$ cat src/rtl/iot_pkg.sv
// Shared types and default constants for the IoT event arbiter and its round-robin picker.
package iot_pkg;

    localparam int N_DEV_DEF   = 4;
    localparam int HOLDOFF_DEF = 2;
    localparam int CNT_W       = 4;

    typedef enum logic [1:0] {
        IDLE  = 2'd0,
        ISSUE = 2'd1,
        GAP   = 2'd2
    } arb_state_e;

endpackage

$ cat src/rtl/iot_rr_picker.sv
// Combinational round-robin picker: first set request at or after the pointer, wrapping modulo N_DEV.
module iot_rr_picker
    import iot_pkg::*;
#(
    parameter int N_DEV = N_DEV_DEF,
    parameter int IW    = (N_DEV > 1) ? $clog2(N_DEV) : 1
) (
    input  logic [N_DEV-1:0] req_i,
    input  logic [IW-1:0]    ptr_i,
    output logic [N_DEV-1:0] winner_o,
    output logic [IW-1:0]    idx_o,
    output logic             any_req_o
);

    always_comb begin
        logic found;
        int   k;
        found = 1'b0;
        idx_o = '0;
        k     = 0;
        for (int i = 0; i < N_DEV; i++) begin
            k = int'(ptr_i) + i;
            if (k >= N_DEV) k = k - N_DEV;
            if (!found && req_i[k[IW-1:0]]) begin
                found = 1'b1;
                idx_o = k[IW-1:0];
            end
        end
        any_req_o = found;
        winner_o  = found ? (N_DEV'(1) << idx_o) : '0;
    end

endmodule

$ cat src/rtl/iot_event_arbiter.sv
// Serialises device connect/disconnect requests into change/on_off events; optional dup_count via IOT_ARB_STATS_EN.
//   state | meaning
//   IDLE  | waiting for any request; winner picked and outputs registered on leaving
//   ISSUE | one-cycle gnt (and change or dup_err) pulse
//   GAP   | hold-off after a real change, HOLDOFF cycles long
module iot_event_arbiter
    import iot_pkg::*;
#(
    parameter int N_DEV   = N_DEV_DEF,
    parameter int HOLDOFF = HOLDOFF_DEF
) (
    input  logic             clk,
    input  logic             rst,
    input  logic [N_DEV-1:0] req,
    input  logic [N_DEV-1:0] req_on,
    output logic [N_DEV-1:0] gnt,
    output logic             change,
    output logic             on_off,
    output logic [N_DEV-1:0] active_map,
    output logic             dup_err
`ifdef IOT_ARB_STATS_EN
    ,
    output logic [7:0]       dup_count
`endif
);

    localparam int IW = (N_DEV > 1) ? $clog2(N_DEV) : 1;
    localparam logic [CNT_W-1:0] HOLD_LOAD = (HOLDOFF > 0) ? CNT_W'(HOLDOFF - 1) : '0;

    arb_state_e       state_q, state_d;
    logic [IW-1:0]    ptr_q, ptr_d;
    logic [CNT_W-1:0] cnt_q, cnt_d;
    logic [N_DEV-1:0] gnt_q, gnt_d;
    logic [N_DEV-1:0] active_q, active_d;
    logic             change_q, change_d;
    logic             on_off_q, on_off_d;
    logic             dup_err_q, dup_err_d;

    logic [N_DEV-1:0] win_onehot;
    logic [IW-1:0]    win_idx;
    logic             any_req;

    iot_rr_picker #(
        .N_DEV (N_DEV),
        .IW    (IW)
    ) u_picker (
        .req_i     (req),
        .ptr_i     (ptr_q),
        .winner_o  (win_onehot),
        .idx_o     (win_idx),
        .any_req_o (any_req)
    );

    always_ff @(posedge clk) begin
        if (rst) begin
            state_q   <= IDLE;
            ptr_q     <= '0;
            cnt_q     <= '0;
            gnt_q     <= '0;
            active_q  <= '0;
            change_q  <= 1'b0;
            on_off_q  <= 1'b0;
            dup_err_q <= 1'b0;
        end else begin
            state_q   <= state_d;
            ptr_q     <= ptr_d;
            cnt_q     <= cnt_d;
            gnt_q     <= gnt_d;
            active_q  <= active_d;
            change_q  <= change_d;
            on_off_q  <= on_off_d;
            dup_err_q <= dup_err_d;
        end
    end

    always_comb begin
        state_d   = state_q;
        ptr_d     = ptr_q;
        cnt_d     = cnt_q;
        gnt_d     = '0;
        active_d  = active_q;
        change_d  = 1'b0;
        on_off_d  = 1'b0;
        dup_err_d = 1'b0;
        case (state_q)
            IDLE: begin
                if (any_req) begin
                    state_d = ISSUE;
                    gnt_d   = win_onehot;
                    ptr_d   = (int'(win_idx) == N_DEV - 1) ? '0 : win_idx + 1'b1;
                    // Only real state changes reach the monitor; repeats are flagged instead.
                    if (req_on[win_idx] != active_q[win_idx]) begin
                        change_d          = 1'b1;
                        on_off_d          = req_on[win_idx];
                        active_d[win_idx] = req_on[win_idx];
                    end else begin
                        dup_err_d = 1'b1;
                    end
                end
            end
            ISSUE: begin
                if (change_q && (HOLDOFF > 0)) begin
                    state_d = GAP;
                    cnt_d   = HOLD_LOAD;
                end else begin
                    state_d = IDLE;
                end
            end
            GAP: begin
                if (cnt_q == '0) state_d = IDLE;
                else cnt_d = cnt_q - 1'b1;
            end
            default: state_d = IDLE;
        endcase
    end

`ifdef IOT_ARB_STATS_EN
    logic [7:0] dup_count_q;

    always_ff @(posedge clk) begin
        if (rst) dup_count_q <= '0;
        else if (dup_err_d && (dup_count_q != 8'hFF)) dup_count_q <= dup_count_q + 8'd1;
    end

    assign dup_count = dup_count_q;
`endif

    assign gnt        = gnt_q;
    assign change     = change_q;
    assign on_off     = on_off_q;
    assign active_map = active_q;
    assign dup_err    = dup_err_q;

endmodule

$ cat config.mk
export PLATFORM = sky130hd
export DESIGN_NAME = iot_event_arbiter
export DESIGN_NICKNAME = d
export VERILOG_FILES = /design/src/rtl/iot_pkg.sv /design/src/rtl/iot_rr_picker.sv /design/src/rtl/iot_event_arbiter.sv
export SDC_FILE = /design/constraint.sdc
export NUM_CORES = 1
export LEC_CHECK = 0
export BUFFER_PORTS_ARGS = -buffer_cell sky130_fd_sc_hd__buf_2
export CAP_MARGIN = 0
export CORE_ASPECT_RATIO = 1.4
export CORE_MARGIN = 4
export CORE_UTILIZATION = 42
export DETAILED_ROUTE_END_ITERATION = 10
export GPL_ROUTABILITY_DRIVEN = 0
export PLACE_DENSITY = 0.72
export SLEW_MARGIN = 20
export SYNTH_ARGS = -nofsm -noshare
export SYNTH_HDL_FRONTEND = slang
export SYNTH_SLANG_ARGS = --single-unit
$ cat constraint.sdc
create_clock -name clk -period 2.6 [get_ports clk]
set_input_delay 0.13 -clock clk [delete_from_list [all_inputs] [get_ports clk]]
set_output_delay 0.13 -clock clk [all_outputs]
set_load 0.05 [all_outputs]
# Word-level counts from Yosys, hierarchy flattened
# Cells that the tools add are included.
word_totals:
  register_bits: 19
  inputBits: 10
  wordCells: 92
classes:
  n_addsub: 9
  order_cmp: 10
  eq_ne: 8
  shift: 1
  muxes: 37
  bitwise_logic: 3
  reduce_logical: 16
ops:
  columns: ["op", "n"]
  rows:
  - ["2-bit two-way mux", 12]
  - ["2-bit by 3-bit less-than comparator with 1-bit output, second input constant", 5]
  - ["1-bit two-way mux", 13]
  - ["1-bit binary-select mux with 2-bit select", 6]
  - ["3-bit greater-or-equal comparator, second input constant", 3]
  - ["4-bit two-way mux", 2]
  - ["2-bit inequality test, second input constant", 4]
  - ["4-bit case mux with 2 select lines", 1]
  - ["2-bit by 1-bit subtractor with 2-bit output, second input constant", 4]
  - ["2-bit by 2-bit adder with 3-bit output, second input constant", 2]
  - ["2-bit case mux with 3 select lines", 1]
  - ["3-bit AND reduction", 2]
  - ["4-bit bitwise mux", 1]
  - ["2-bit by 1-bit equality test with 1-bit output, second input constant", 2]
  - ["1-bit logical AND", 4]
  - ["4-bit logical NOT", 1]
  - ["2-bit AND reduction", 2]
  - ["4-bit OR reduction", 1]
  - ["1-bit by 2-bit left shift with 4-bit output, first input constant", 1]
  - ["4-bit by 1-bit subtractor with 4-bit output, second input constant", 1]
  - ["2-bit by 1-bit adder with 3-bit output, second input constant", 1]
  - ["2-bit by 3-bit greater-or-equal comparator with 1-bit output, second input constant", 1]
  - ["1-bit logical NOT", 3]
  - ["1-bit NOT", 3]
  - ["8 further kinds", 8]

# Depth between registers and ports, before layout
logic_depth:
  word_depth: 19
  depth_mapped: 8

# Hierarchy
# A second synthesis with hierarchy kept.
unflattened:
  cells_unflattened: 124
  hier_area_um2: 1072.3
modules_own_cells:
  columns: ["mod", "instances", "cells_each", "area_each_um2", "seq_area_each_um2"]
  rows:
  - ["iot_event_arbiter", 1, 92, 889.6, 380.4]
  - ["iot_rr_picker", 1, 32, 182.7, 0.0]

# Worst setup path after synthesis
# No wires, ideal clock.
synth_path:
  path_type: "reg-to-reg"
  start: "register active_q[3], in the netlist active_map[3]"
  end: "register dup_err_q, in the netlist dup_err"
  setup_ns: 0.115
  arrival_time_ns: 1.846
  setup_slack_ns: 0.638
  path_stages_with_launch: 6
  path_buffers: 0
  cell_sequence: "dfxtp_1 inv_1 or4_1 o311a_2 or2_1 and3_1"
synth_via:
  elab_chain_cells: 4
synth_lines:
  columns: ["element", "line", "rtl"]
  rows:
  - ["start: declaration", "iot_event_arbiter.sv:34", "logic [N_DEV-1:0] active_q, active_d;"]
  - ["start signal: assignment", "iot_event_arbiter.sv:69", "active_q <= active_d;"]
  - ["1-bit binary-select mux with 2-bit select", "iot_event_arbiter.sv:92", "if (req_on[win_idx] != active_q[win_idx]) begin"]
  - ["1-bit two-way mux (not written as such)", "iot_event_arbiter.sv:92", null]
  - ["1-bit inequality test", "iot_event_arbiter.sv:92", null]
  - ["1-bit two-way mux", "iot_event_arbiter.sv:92", null]
  - ["end signal: assignment", "iot_event_arbiter.sv:72", "dup_err_q <= dup_err_d;"]
  - ["end: declaration", "iot_event_arbiter.sv:37", "logic dup_err_q, dup_err_d;"]
# No other way between the ends. The select of a mux whose other input is x is not followed.
# A chain may end at the register's enable or synchronous reset.

# Final worst setup path
layout_path:
  start: "register ptr_q[1]"
  end: "register active_q[1], in the netlist active_map[1]"
layout_via:
  elab_chain_cells: 19
layout_lines:
  columns: ["element", "line", "rtl"]
  rows:
  - ["start: declaration", "iot_event_arbiter.sv:31", "logic [IW-1:0] ptr_q, ptr_d;"]
  - ["start signal: assignment", "iot_event_arbiter.sv:66", "ptr_q <= ptr_d;"]
  - ["branches (longest 19 deep; another with 2-bit by 1-bit adder with 3-bit output)", null, null]
# Parallel ways; which one is timed is not known. The select of a mux whose other input is x is not followed.

==> tab_implementation.tex <==
\begin{tabular}{lr}
\hline
Metric & Value \\
\hline
\multicolumn{2}{l}{\textbf{Synthesis}} \\
\quad Share of synthesized area occupied by flip-flops and latches & 35.3\% \\
\quad Mean instance size in the synthesized netlist & 8.77 µm² \\
\quad Mapped cell area & 1080 µm² \\
\quad Synth unique cells & 38 \\
\quad Mapped Nets & 139 \\
\quad Flops \& latches, synth & 19 \\
\quad Mapped Cells & 123 \\
\quad Yosys warns & 0 \\
\multicolumn{2}{l}{\textbf{Pwr}} \\
\quad Power per Cell Area & 696 nW/µm² \\
\quad Flop pwr share & 41.0\% \\
\quad Final total power & 870 µW \\
\quad Clock group share of total power & 17.4\% \\
\quad Combinational share of power & 41.7\% \\
\quad Worst vdd rail ir drop & 355 µV \\
\quad Switching power as a share of total power & 42.5\% \\
\quad Switching power total & 370 µW \\
\quad Internal Pwr Total & 500 µW \\
\quad Static Leak & 0.000535 µW \\
\multicolumn{2}{l}{\textbf{Setup path}} \\
\quad Start point of the critical path & ptr\_q[1] \\
\quad List of cells traversed by the critical path & and2\_4 > o211a\_4 > nor2\_4 > inv\_2 > o311a\_4 > o311ai\_1 > o31ai\_1 \\
\quad Highest-delay cell along the critical path & sky130\_fd\_sc\_hd\_\_dfxtp\_1 \\
\quad Category of the most critical setup path & reg -> reg \\
\quad Data arrival time at the worst-slack endpoint & 2.26 ns \\
\quad Critical Path Start Type & register \\
\quad Endpoint required time on the critical path & 2.79 ns \\
\quad FF-to-FF End & active\_map[1] \\
\quad Highest net fanout along the worst path & 11 \\
\quad FF-to-FF Start & ptr\_q[1] \\
\quad Longest individual stage delay on the worst path & 0.38 ns \\
\quad Timing endpoint of the critical path & active\_map[1] \\
\quad Worst Setup End Kind & register \\
\quad Slack of the worst reg-to-reg path & 0.53 ns \\
\quad R2R cell count & 7 \\
\multicolumn{2}{l}{\textbf{Die}} \\
\quad Core Footprint & 2420 µm² \\
\quad Initial core utilization & 44.6\% \\
\quad Number of primary I/O pins & 21 \\
\quad Count of standard-cell rows & 21 \\
\quad Die Footprint & 3450 µm² \\
\quad Die height & 68.0 µm \\
\quad Die Span X & 50.8 µm \\
\multicolumn{2}{l}{\textbf{Worst hold path}} \\
\quad Type of the most critical hold path & in -> reg \\
\quad WHS Path Cells & 2 \\
\multicolumn{2}{l}{\textbf{Clock network}} \\
\quad Number of buffers on the longest clock path & 2 \\
\quad CTS hold repair buffers & 0 \\
\quad CTS clock-pin slew for the worst setup and hold paths & 0.11 ns \\
\quad Number of gates resized after cts & 0 \\
\quad Number of clock sinks seen by CTS & 19 \\
\quad Total CTS buffers & 3 \\
\quad Clock root buffer master & sky130\_fd\_sc\_hd\_\_clkbuf\_4 \\
\quad TritonCTS clock tree & done \\
\quad Later-pin clock latency in the skew report & 0.30 ns \\
\quad CTS H-tree depth & 1 \\
\quad Setup Fix Bufs, Post-CTS & 0 \\
\multicolumn{2}{l}{\textbf{GRT}} \\
\quad Initial antenna violation count & 0 \\
\quad Remaining global-route overflow & 0 \\
\quad Pin count of the biggest net entering global routing & 12 \\
\quad First-pass GRT wire length & 4000 µm \\
\quad Global-route usage over all layers & 15.0\% \\
\quad Vias in the first global route & 877 \\
\multicolumn{2}{l}{\textbf{Drt}} \\
\quad Detail Route Antenna Nets & 0 \\
\quad Post-DR wirelength/cell & 13.4 µm \\
\quad DR DRC count & 0 \\
\quad Routed Wire Length & 2430 µm \\
\quad Initial DRT Pass Iterations & 4 \\
\quad Routed vias & 997 \\
\quad Detailed Route Iter0 Violations & 43 \\
\quad Via/cell ratio & 5.51 \\
\multicolumn{2}{l}{\textbf{Timing}} \\
\quad Max-slew violation count & 0 \\
\quad Least-Margin Pin Slew & 0.513 ns \\
\quad Clock Skews & 0.00157 ns \\
\quad Total negative slack for setup checks & 0 ns \\
\quad Timing-limited maximum frequency & 0.482 GHz \\
\quad Normalized max-slew margin & 65.6\% \\
\quad Unrepaired setup endpoints after global routing & false \\
\quad Min Clock Period, post-route & 2.07 ns \\
\quad Period utilisation layout & 79.7\% \\
\quad Final WS setup & 0.527 ns \\
\quad Hold violation total from the final report & 0 \\
\quad Final Setup Violations & 0 \\
\multicolumn{2}{l}{\textbf{Layout}} \\
\quad Growth of design area from synthesis to finish & 15.8\% \\
\quad Antenna diode count & 0 \\
\quad Post-route cell area & 1250 µm² \\
\quad Proportion of layout cells with a drive suffix above 1 & 23.8\% \\
\quad Number of nets in the layout & 164 \\
\multicolumn{2}{l}{\textbf{Flow run}} \\
\quad Max-cap viol count & 0 \\
\multicolumn{2}{l}{\textbf{Placement}} \\
\quad Post-detailed-placement half-perimeter wirelength & 1910 µm \\
\quad Port bufs & 20 \\
\quad Worst slack after detailed placement & 0.563 ns \\
\quad Post-placement cell area & 1220 µm² \\
\multicolumn{2}{l}{\textbf{Status}} \\
\quad Run status & finished clean \\
\hline
\end{tabular}
cell usage in the layout (no fill, tap or decap), types with 3 or more instances in the layout:
| cell | count |
|---|---|
| sky130_fd_sc_hd__buf_2 | 20 |
| sky130_fd_sc_hd__dfxtp_1 | 19 |
| sky130_fd_sc_hd__nor2_1 | 13 |
| sky130_fd_sc_hd__inv_1 | 11 |
| sky130_fd_sc_hd__nand2_1 | 9 |
| sky130_fd_sc_hd__a21oi_1 | 7 |
| sky130_fd_sc_hd__ha_1 | 6 |
| sky130_fd_sc_hd__o311ai_1 | 5 |
| sky130_fd_sc_hd__nand3_1 | 5 |
| sky130_fd_sc_hd__o31ai_1 | 5 |
| sky130_fd_sc_hd__a41o_1 | 4 |
| sky130_fd_sc_hd__o21ai_0 | 3 |
| sky130_fd_sc_hd__a211oi_1 | 3 |
| sky130_fd_sc_hd__clkbuf_4 | 3 |
critical path: cells and delay by family (launching register included):
kind	cells	cell delay, ns
compound gates	4	1.01
simple gates	2	0.43
flops	1	0.38
buf+inv	1	0.14
cell type report:
| type | count | area, µm² |
|---|---|---|
| fill | 242 | 1170 |
| multi-input combinational | 91 | 649 |
| sequential | 19 | 380 |
| timing repair buffer | 20 | 100 |
| inverter | 13 | 48.8 |
| tap | 34 | 42.5 |
| clock buffer | 3 | 22.5 |
| clock inverter | 1 | 5.00 |
per-layer routing:
layer / track usage (%) / part of all wire (%) / wire, µm / vias up
li1: - / - / - / 501
met1: 19.0 / 44 / 1060 / 465
met2: 25.2 / 50 / 1210 / 27
met3: 1.74 / 4.9 / 119 / 4
met4: 7.41 / 1.3 / 31 / 0
met5: 0 / 0 / 0 / -
power groups by stage:
stage | clock [µW] | sequential [µW] | combinational (µW)
3_5_place_dp | 0 | 362 | 360
6_report | 151 | 356 | 362
5_1_grt | 166 | 360 | 397
3_3_place_gp | 0 | 360 | 355
2_1_floorplan | 0 | 438 | 200
4_1_cts | 155 | 355 | 362
through the flow:
stage | util [%] | hold slack [ns] | cells
finish | 51.7 | 0.0464 | 181
global route | 51.7 | 0.0533 | 181
CTS | 51.7 | 0.0372 | 181
detailed placement | 50.5 | 0.367 | 177
global placement | 50.5 | 0.357 | 177
floorplan | - | 0.202 | 123
cells in the mapped netlist (all sizes together):
cell | count | area [µm²]
a211o | 1 | 8.76
a211oi | 3 | 22.5
a21oi | 7 | 35.0
a41o | 4 | 40.0
and2 | 2 | 15.0
and3 | 1 | 6.26
dfxtp | 19 | 380
ha | 6 | 75.1
inv | 13 | 48.8
mux2i | 2 | 20.0
nand2 | 9 | 33.8
nand2b | 3 | 26.3
nand3 | 5 | 25.0
nand3b | 1 | 7.51
nand4 | 1 | 6.26
nor2 | 15 | 66.3
nor2b | 2 | 12.5
nor3 | 1 | 10.0
nor4 | 2 | 12.5
o211a | 1 | 17.5
o211ai | 2 | 15.0
o21a | 1 | 7.51
o21ai | 3 | 15.0
o21ba | 1 | 10.0
o21bai | 1 | 7.51
o2bb2ai | 1 | 8.76
o311a | 2 | 32.5
o311ai | 5 | 43.8
o31ai | 5 | 37.5
or2 | 1 | 6.26
or4 | 1 | 7.51
xnor2 | 2 | 17.5
worst min-delay path by stage:
stage / startpoint / end / slack (ns)
4_1_cts: rst / ptr_q[1] / 0.04
5_1_grt: rst / ptr_q[1] / 0.05
3_5_place_dp: rst / ptr_q[1] / 0.37
3_3_place_gp: rst / state_q[1] / 0.36
6_report: rst / ptr_q[1] / 0.05
2_1_floorplan: rst / ptr_q[1] / 0.20
state kept, by name, indices dropped and copies added (netlist names):
register / flops
active_map: 4
cnt_q: 4
gnt: 4
ptr_q: 2
state_q: 2
change: 1
dup_err: 1
on_off: 1
kinds of logic after synthesis:
family | Yosys count | share of synthesized area [%]
compound gates | 37 | 28.0
flops | 19 | 35.3
simple gates | 44 | 21.8
xor+xnor | 2 | 1.62
buf+inv | 13 | 4.52
fa+ha+maj | 6 | 6.96
mux | 2 | 1.86
No activity file was read; power rests on OpenSTA's default activity.
